$ cat config.mk
export PLATFORM = sky130hd
export DESIGN_NAME = lsu_mem_port
export DESIGN_NICKNAME = d
export VERILOG_FILES = /design/src/rtl/lsu_mem_port.sv
export SDC_FILE = /design/constraint.sdc
export NUM_CORES = 1
export LEC_CHECK = 0
export ABC_CLOCK_PERIOD_IN_PS = 10000
export CORE_MARGIN = 2
export CORE_UTILIZATION = 40
export CTS_BUF_LIST = sky130_fd_sc_hd__clkbuf_4
export CTS_CLUSTER_SIZE = 20
export DETAILED_ROUTE_END_ITERATION = 6
export PLACE_DENSITY = 0.86
export SYNTH_ARGS = -nofsm -noshare
export SYNTH_HDL_FRONTEND = slang
export SYNTH_SLANG_ARGS = --single-unit
$ cat constraint.sdc
create_clock -name clk -period 10 [get_ports clk]
set_input_delay 2.5 -clock clk [delete_from_list [all_inputs] [get_ports clk]]
set_output_delay 2.5 -clock clk [all_outputs]
set_load 0.05 [all_outputs]
$ cat src/rtl/lsu_mem_port.sv
// Purpose: load/store initiator between the core memory stage and a single-port byte-strobed data RAM.
// Latency: response valid 2 cycles after request accept; one request per 3 cycles at best.
// Backpressure: req_ready only in IDLE; the response is held stable until resp_ready.
//
// Ports:
//   clk, rst           clock and asynchronous active-high reset
//   req_*              core request (valid/ready): we, size, unsigned, byte address, store data
//   resp_*             core response (valid/ready): extended load data and error flag
//   mem_*              RAM side: write enable, byte strobes, word address, write data, comb. read data
module lsu_mem_port #(
    parameter int ADDR_WIDTH = 16
) (
    input  logic                  clk,
    input  logic                  rst,
    input  logic                  req_valid,
    output logic                  req_ready,
    input  logic                  req_we,
    input  logic [1:0]            req_size,
    input  logic                  req_unsigned,
    input  logic [31:0]           req_addr,
    input  logic [31:0]           req_wdata,
    output logic                  resp_valid,
    input  logic                  resp_ready,
    output logic [31:0]           resp_rdata,
    output logic                  resp_err,
    output logic                  mem_wr_en,
    output logic [3:0]            mem_wr_strobe,
    output logic [ADDR_WIDTH-1:0] mem_addr,
    output logic [31:0]           mem_wdata,
    input  logic [31:0]           mem_rdata
);

    typedef enum logic [1:0] {IDLE, ACCESS, RESP} state_t;

    // Fields of the accepted request needed after the accept cycle.
    typedef struct packed {
        logic       we;
        logic       uns;
        logic [1:0] size;
        logic [1:0] off;
        logic       err;
    } req_t;

    state_t      state;
    req_t        q;

    logic        req_err;
    logic [3:0]  req_strobe;
    logic [31:0] req_wdat;
    logic [31:0] rd_shift;
    logic [31:0] ld_dat;

    assign req_ready = (state == IDLE);

    // Request decode: error detection, byte strobes and lane-replicated store data.
    always_comb begin
        req_err = (req_size == 2'd3)
               || (req_size == 2'd1 && req_addr[0])
               || (req_size == 2'd2 && req_addr[1:0] != 2'b00)
               || ((req_addr >> (ADDR_WIDTH + 2)) != 32'd0);
        req_strobe = 4'b1111;
        req_wdat   = req_wdata;
        case (req_size)
            2'd0: begin
                req_strobe = 4'b0001 << req_addr[1:0];
                req_wdat   = {4{req_wdata[7:0]}};
            end
            2'd1: begin
                req_strobe = 4'b0011 << req_addr[1:0];
                req_wdat   = {2{req_wdata[15:0]}};
            end
            default: begin
                req_strobe = 4'b1111;
                req_wdat   = req_wdata;
            end
        endcase
    end

    // Load alignment: move the addressed lane to bit 0, then extend.
    always_comb begin
        rd_shift = mem_rdata >> {q.off, 3'b000};
        case (q.size)
            2'd0:    ld_dat = q.uns ? {24'd0, rd_shift[7:0]}
                                    : {{24{rd_shift[7]}}, rd_shift[7:0]};
            2'd1:    ld_dat = q.uns ? {16'd0, rd_shift[15:0]}
                                    : {{16{rd_shift[15]}}, rd_shift[15:0]};
            default: ld_dat = rd_shift;
        endcase
    end

    // RAM controls are registered at accept so they are valid throughout ACCESS;
    // the async reset clears mem_wr_en at once, aborting a write mid-ACCESS.
    always_ff @(posedge clk or posedge rst) begin
        if (rst) begin
            state         <= IDLE;
            q             <= '0;
            resp_valid    <= 1'b0;
            resp_rdata    <= 32'd0;
            resp_err      <= 1'b0;
            mem_wr_en     <= 1'b0;
            mem_wr_strobe <= 4'b0000;
            mem_addr      <= '0;
            mem_wdata     <= 32'd0;
        end else begin
            case (state)
                IDLE: begin
                    if (req_valid) begin
                        q.we          <= req_we;
                        q.uns         <= req_unsigned;
                        q.size        <= req_size;
                        q.off         <= req_addr[1:0];
                        q.err         <= req_err;
                        mem_addr      <= req_addr[ADDR_WIDTH+1:2];
                        mem_wdata     <= req_wdat;
                        mem_wr_en     <= req_we && !req_err;
                        mem_wr_strobe <= (req_we && !req_err) ? req_strobe : 4'b0000;
                        state         <= ACCESS;
                    end
                end
                ACCESS: begin
                    mem_wr_en     <= 1'b0;
                    mem_wr_strobe <= 4'b0000;
                    resp_valid    <= 1'b1;
                    resp_err      <= q.err;
                    resp_rdata    <= (q.we || q.err) ? 32'd0 : ld_dat;
                    state         <= RESP;
                end
                RESP: begin
                    if (resp_ready) begin
                        resp_valid <= 1'b0;
                        state      <= IDLE;
                    end
                end
                default: state <= IDLE;
            endcase
        end
    end

endmodule

==> results of run 1 <==
-- layer usage --
layer	track usage	vias up	share of wire
li1	-	1966	-
met1	0.270	1999	0.40
met2	0.402	173	0.49
met3	0.0576	24	0.085
met4	0.110	0	0.024
met5	0	-	0
-- kinds of logic after synthesis --
family                 share of synthesized area
AND/OR/NAND/NOR                            0.181
AO/OA/AOI/OAI                              0.131
flip-flops                                 0.531
multiplexers                               0.120
buffers and inverters                     0.0368
-- Yosys cell counts (all sizes together) (2+ instances only) --
master  count
a21oi      27
nand2     137
a221o      16
nand3b      9
nor3b       2
o21ai      54
mux2i      42
inv         4
clkbuf     26
nor4        3
nor2       27
nand2b      2
buf         9
dfrtp      96
mux2        9
-- how the worst max path moves through the flow --
stage	from	to	slack (ns)	depth (start not counted)
floorplan	rst	mem_addr[0]$_DFFE_PP0P_	4.99	1
global placement	req_valid	mem_wr_strobe[1]$_DFFE_PP0P_	4.85	6
detailed placement	req_valid	mem_wr_strobe[3]$_DFFE_PP0P_	4.72	6
CTS	req_valid	mem_wr_strobe[3]$_DFFE_PP0P_	5.23	6
global route	req_valid	mem_wr_strobe[1]$_DFFE_PP0P_	4.99	6
finish	req_valid	mem_wr_strobe[3]$_DFFE_PP0P_	5.22	6
-- placed cells by master, fill, tap and decap left out, drive strengths merged, types with 16 or more instances in the layout --
master,count
a21oi,27
dfrtp,96
mux2i,42
nor2,27
a221o,16
o21ai,54
nand2,137
clkdlybuf4s50,191
-- power groups by stage --
stage	registers [mW]	clock network (mW)	logic (mW)
global route	0.586	0.287	1.03
floorplan	0.904	0	0.310
CTS	0.574	0.269	0.978
finish	0.573	0.265	0.974
global placement	0.574	0	0.954
detailed placement	0.578	0	0.976
-- worst max-delay path, delay by kind of cell --
family,cells,cell delay [ns]
AOI/OAI and AO/OA,1,0.23
buffers and inverters,3,1.64
and+or+nand+nor,2,0.74
-- state kept, by name, indices dropped and copies added, names as in the netlist --
signal	flops
mem_addr	16
resp_valid	1
q	7
mem_wr_en	1
mem_wr_strobe	4
mem_wdata	32
resp_err	1
state	2
resp_rdata	32
-- final cells by class --
class	count	area share
Multi-Input combinational cell	341	0.292
Sequential cell	96	0.359
Inverter	4	0.00262
Clock buffer	9	0.0101
Tap cell	140	0.0262
Clock inverter	7	0.0176
Timing Repair Buffer	197	0.292
-- metrics by stage --
stage          worst slack (ns)  cells  power (mW)  hold slack, ns   util
2_1_floorplan              4.99    476        1.21           0.438      -
3_3_place_gp               4.85    778        1.53           0.459  0.595
3_5_place_dp               4.72    778        1.55           0.464  0.595
4_1_cts                    5.23    794        1.82           0.498  0.612
5_1_grt                    4.99    794        1.91           0.516  0.612
6_report                   5.22    794        1.81           0.498  0.612
==> summary.md, run 1 <==
| Metric | Value |
|---|---|
| HP Start | `q[6]$_DFFE_PP0P_` |
| Hold path cells | `2` |
| Synthesized instance count | `between 400 and 500` |
| MaxCap Viol Count | `0` |
| Minimum clock period | `4.78 ns` |
| Setup Buffers After CTS | `0` |
| Synth area leader | `dfrtp_1` |
| H-tree depth | `3` |
| Routed length per instance | `between 15 and 20 µm` |
| Max frequency | `between 0.2 and 0.25 GHz` |
| Switching Share | `0.473` |
| Post-synth EDFFs | `0` |
| DRC | `0` |
| Num CTS Buffers | `9` |
| Final max-slew violation count | `0` |
| Crit-path max cell delay | `0.84 ns` |
| Pint | `around 0.96 mW` |
| PostCTS Resize Cnt | `0` |
| WP data arrival | `just over 5 ns` |
| Clk slew on worst S/H paths | `roughly 0.16 ns` |
| Synth Cell Area | `between 4000 and 5000 µm²` |
| Slowest CP cell | `inv_1` |
| Synthesized flop and latch total | `between 90 and 100` |
| Top-area cell type share of the netlist area | `0.531` |
| Sequential cell fraction of total power | `0.316` |
| Status | `finished clean` |
| Period utilisation layout | `0.478` |
| Initial Util | `0.414` |
| DP Area | `approximately 6500 µm²` |
| Final hold vios | `0` |
| Worst skew pair latency | `0.45 ns` |
| Worst R2R Setup Slack | `a little over 7 ns` |
| FP Rows | `38` |
| Clock power share | `0.146` |
| WHS Endpoint | `q[6]$_DFFE_PP0P_` |
| RSZ-0062 raised after global routing | `no` |
| Switch Pwr | `roughly 0.86 mW` |
| GRT overflow | `0` |
| Final layout net count | `approximately 750` |
| Routed via count | `roughly 4,200` |
| Hold Buf Count CTS | `0` |
| Lkg Pwr | `around 3 nW` |
| IO buf count | `~190` |
| RD Place Congestion | `approximately 0.82` |
| Most used DFF post-synth | `dfrtp_1` |
| Multi-input logic area | `roughly 2000 µm²` |
| Largest cells by area after synthesis | `dfrtp_1 (53%), nand2_1 (11%), mux2i_1 (9.3%), o21ai_0 (6.0%), a21oi_1 (3.0%)` |
| Storage cell area | `approximately 2400 µm²` |
| Syn. warnings | `0` |
| Critical Path, Cell by Cell | `clkdlybuf4s50_1 -> or3b_2 -> buf_4 -> inv_1 -> nand4b_1 -> o21ai_0` |
| Drt pass-1 iters | `4` |
| Total track usage | `0.232` |
| Path depth of the worst reg2reg path | `5` |
| First-pass GRT wire length | `about 22,000 µm` |
| CTS sink cnt | `96` |
| Number of global-route vias before repair | `between 4,000 and 5,000` |
| Setup CP Type | `in2reg` |
| Register area share after synthesis | `0.531` |
| Mapped Avg Cell Area | `roughly 9.5 µm²` |
| VDD IR max | `between 200 and 250 µV` |
| Critical path startpoint category | `input pin` |
| Area growth syn-to-layout | `47.9%` |
| Post-synthesis async set-or-reset flop share | `1.00` |
| Share of cells above drive strength 1 | `0.0688` |
| Floorplan core area | `10,900 µm²` |
| CP endpoint kind | `register` |
| # IOs | `192` |
| Setup Skew | `around 0.02 ns` |
| Worst hold path type | `reg2reg` |
| Setup TNS after final layout | `0 ns` |
| Die Width | `110 µm` |
| Final setup vio count | `0` |
| CP required | `slightly above 10 ns` |
| Die Footprint | `approximately 12,000 µm²` |
| Antenna violations before repair | `0` |
| Vert. Die Dim | `roughly 110 µm` |
| Power Density | `roughly 270 nW/µm²` |
| Synthesized Nets | `slightly below 600` |
| Vias per cell | `around 5.2` |
| Distinct cell type count after synthesis | `33` |
| Actual slew at the worst max-slew pin | `approximately 1.0 ns` |
| FF-to-FF Start | `state[0]$_DFFE_PP0P_` |
| TritonCTS clock tree | `done` |
| R2r endpoint | `mem_wr_strobe[3]$_DFFE_PP0P_` |
| DRT Wirelength | `~14,000 µm` |
| Slew margin rel. | `0.317` |
| Antenna cell count | `0` |
| Deepest clock path buffer count | `2` |
| Final Instance Area | `6700 µm²` |
| Comb pwr share | `0.537` |
| Fillcell total | `916` |
| DR iter-0 viols | `255` |
| ANT nets after route | `0` |
| Critical Path Fanout Max | `between 80 and 90` |
| Largest net degree at the start of global routing | `slightly above 80` |
| Clk root buf | `clkbuf_4` |
| Detail Placement HPWL | `roughly 10,000 µm` |
Power figures use the tool's default switching activity.
==> run 2: changes to the inputs <==
--- a/config.mk
+++ b/config.mk
@@ -5,13 +5,13 @@
 export SDC_FILE = /design/constraint.sdc
 export NUM_CORES = 1
 export LEC_CHECK = 0
-export ABC_CLOCK_PERIOD_IN_PS = 10000
+export ABC_CLOCK_PERIOD_IN_PS = 4300
 export CORE_MARGIN = 2
 export CORE_UTILIZATION = 40
 export CTS_BUF_LIST = sky130_fd_sc_hd__clkbuf_4
 export CTS_CLUSTER_SIZE = 20
 export DETAILED_ROUTE_END_ITERATION = 6
-export PLACE_DENSITY = 0.86
+export PLACE_DENSITY = 0.89
 export SYNTH_ARGS = -nofsm -noshare
 export SYNTH_HDL_FRONTEND = slang
 export SYNTH_SLANG_ARGS = --single-unit
==> constraint.sdc (replaced) <==
create_clock -name clk -period 4.3 [get_ports clk]
set_input_delay 1.075 -clock clk [delete_from_list [all_inputs] [get_ports clk]]
set_output_delay 1.075 -clock clk [all_outputs]
set_load 0.05 [all_outputs]
==> run 2 against run 1 <==
Against the previous run:
- sequential cell count unchanged
- final area decreased by 0.84%
- non-clock buffer count increased by 3
- total power increased by 120%
- routed wire length decreased by 0.41%
- hold slack got worse by 0.011 ns
- final cell count increased by 0.38%
- via count increased by 1.1%
- setup slack got worse by 3.9 ns
- core utilization decreased by 0.51 points
==> summary.md, run 2 (synthesized netlist as in run 1, its figures left out) <==
| Metric | Value |
|---|---|
| Hold Slack | `0.487 ns (-0.0107 ns)` |
| Largest net degree at the start of global routing | `82 (-1.2%)` |
| Final setup vio count | `0 (unchanged)` |
| WP data arrival | `1.87 ns (-3.29 ns)` |
| PnR worst setup slack | `1.36 ns (-3.86 ns)` |
| Final hold vios | `0 (unchanged)` |
| Vias per cell | `5.28 (+0.72%)` |
| Minimum clock period | `~2.9 ns` |
| Fillcell total | `935 (+2.1%)` |
| Critical Path Fanout Max | `6 (-93%)` |
| CTS sink cnt | `96 (unchanged)` |
| Biggest regs | `mem_wdata x32, resp_rdata x32, mem_addr x16` |
| Most frequent cells in the layout | `clkdlybuf4s50_1 (191), nand2_1 (137), dfrtp_1 (96), o21ai_0 (54), mux2i_1 (42)` |
| Power Density | `607 nW/µm² (+120%)` |
| DRC | `0 (unchanged)` |
| Crit path to | `req_ready` |
| Status | `finished clean` |
| Actual slew at the worst max-slew pin | `0.722 ns (-0.302 ns)` |
| Final layout net count | `756 (+0.40%)` |
| Setup Skew | `0.0139 ns (-0.00600 ns)` |
| Lkg Pwr | `2.97 nW (-0.86%)` |
| Setup CP Type | `reg2out` |
| Die Width | `110 µm (unchanged)` |
| TritonCTS clock tree | `done` |
| Total track usage | `0.229 (-0.00371)` |
| Critical path startpoint category | `register` |
| Final Instance Area | `6640 µm² (-0.84%)` |
| First-pass GRT wire length | `21,100 µm (-2.2%)` |
| PostCTS Resize Cnt | `0 (unchanged)` |
| DP Worst Slack | `1.15 ns (-3.57 ns)` |
| FF-to-FF Start | `state[1]$_DFFE_PP0P_` |
| FP Rows | `38 (unchanged)` |
| Crit path from | `state[0]$_DFFE_PP0P_` |
| DRT Wirelength | `13,700 µm (-0.41%)` |
| Routed length per instance | `17.2 µm (-0.78%)` |
| Num CTS Buffers | `9 (unchanged)` |
| Hold Buf Count CTS | `0 (unchanged)` |
| MaxCap Viol Count | `0 (unchanged)` |
| Routed via count | `4,208 (+1.1%)` |
| Share of cells above drive strength 1 | `0.0685 (-0.000314)` |
| Die Footprint | `12,200 µm² (unchanged)` |
| Worst hold path type | `reg2reg` |
| Final max-slew violation count | `0 (unchanged)` |
| Setup TNS after final layout | `0 ns (unchanged)` |
| Setup Buffers After CTS | `0 (unchanged)` |
| IO buf count | `191 (unchanged)` |
| Most common cell after layout, fill and taps aside | `clkdlybuf4s50_1` |
| Vert. Die Dim | `110 µm (unchanged)` |
| Final core utilization | `0.607 (-0.00515)` |
| Max frequency | `around 0.34 GHz` |
| CP required | `3.22 ns (-7.16 ns)` |
| H-tree depth | `3 (unchanged)` |
| Drt pass-1 iters | `5 (+1)` |
| Detail Placement HPWL | `10,200 µm (+1.5%)` |
| Number of global-route vias before repair | `4,282 (-0.79%)` |
| DR iter-0 viols | `231 (-9.4%)` |
| Floorplan core area | `10,900 µm² (unchanged)` |
| # IOs | `192 (unchanged)` |
| Layout Cells excl Fill | `797 (+0.38%)` |
| Worst skew pair latency | `0.46 ns (about the same)` |
| DP Area | `6530 µm² (+0.35%)` |
| Antenna cell count | `0 (unchanged)` |
| Area growth syn-to-layout | `46.7%` |
| Clk root buf | `clkbuf_4` |
| Dpl cells | `781 (+0.39%)` |
| Total power | `4.03 mW (+120%)` |
| GRT overflow | `0 (unchanged)` |
| RD Place Congestion | `0.834 (+1.4%)` |
| Antenna violations before repair | `0 (unchanged)` |
| Worst R2R Setup Slack | `1.79 ns (-5.42 ns)` |
| ANT nets after route | `0 (unchanged)` |
| VDD IR max | `476 µV (+96%)` |
| R2r endpoint | `resp_rdata[27]$_DFFE_PP0P_` |
| Period utilisation layout | `0.684` |
| Path depth of the worst reg2reg path | `4 (-1)` |
| Initial Util | `0.414 (unchanged)` |
| Slew margin rel. | `0.519 (+0.202)` |
| Deepest clock path buffer count | `2 (unchanged)` |
| Clk slew on worst S/H paths | `0.13 ns (-0.03 ns)` |
| RSZ-0062 raised after global routing | `no` |
| CP endpoint kind | `primary output` |
run 2: cell count changes in the layout (fill, tap and decap cells not counted), sizes merged:
cell,change
buf,+3
bufinv,-3
clkbuf,+2
clkinv,+1
clkinvlp,+1
inv,-1
run 2: worst min path at each step:
stage | start | to | slack, ns | cells after the start
after global placement | mem_addr[6]$_DFFE_PP0P_ | mem_addr[6]$_DFFE_PP0P_ | 0.46 | 2
after floorplan | q[6]$_DFFE_PP0P_ | q[6]$_DFFE_PP0P_ | 0.44 | 2
after global routing | resp_rdata[7]$_DFFE_PP0P_ | resp_rdata[7]$_DFFE_PP0P_ | 0.53 | 2
final | q[6]$_DFFE_PP0P_ | q[6]$_DFFE_PP0P_ | 0.49 | 2
after CTS | resp_rdata[7]$_DFFE_PP0P_ | resp_rdata[7]$_DFFE_PP0P_ | 0.50 | 2
after detailed placement | mem_addr[10]$_DFFE_PP0P_ | mem_addr[10]$_DFFE_PP0P_ | 0.46 | 2
run 2: cell type report:
type	instances	area, µm²	area share
Sequential cell	96	2400	0.362
Timing Repair Buffer	200	1980	0.298
Multi-Input combinational cell	341	1960	0.295
Tap cell	140	175	0.0264
Clock buffer	11	82.6	0.0124
Clock inverter	5	23.8	0.00358
Inverter	4	17.5	0.00264
run 2: power by group:
part	switching [mW]	total (mW)	leakage [nW]	internal, mW
Sequential	0.175	1.33	1.24	1.16
Combinational	1.50	2.27	1.67	0.771
Clock	0.296	0.422	0.0594	0.126
Total	1.98	4.03	2.97	2.06
run 2: worst max-delay path, stage by stage, from the launching register on:
cell and delay, ns:
dfrtp_1 0.47, nor2_1 0.13, clkdlybuf4s50_1 0.81
run 2: metal layers:
| layer | GRT usage | share of wire | up-vias | wire, µm |
|---|---|---|---|---|
| li1 | - | - | 1970 | - |
| met4 | 0.122 | 0.036 | 0 | 488 |
| met5 | 0 | 0 | - | 0 |
| met2 | 0.389 | 0.48 | 199 | 6630 |
| met3 | 0.0541 | 0.085 | 32 | 1160 |
| met1 | 0.268 | 0.40 | 2007 | 5410 |
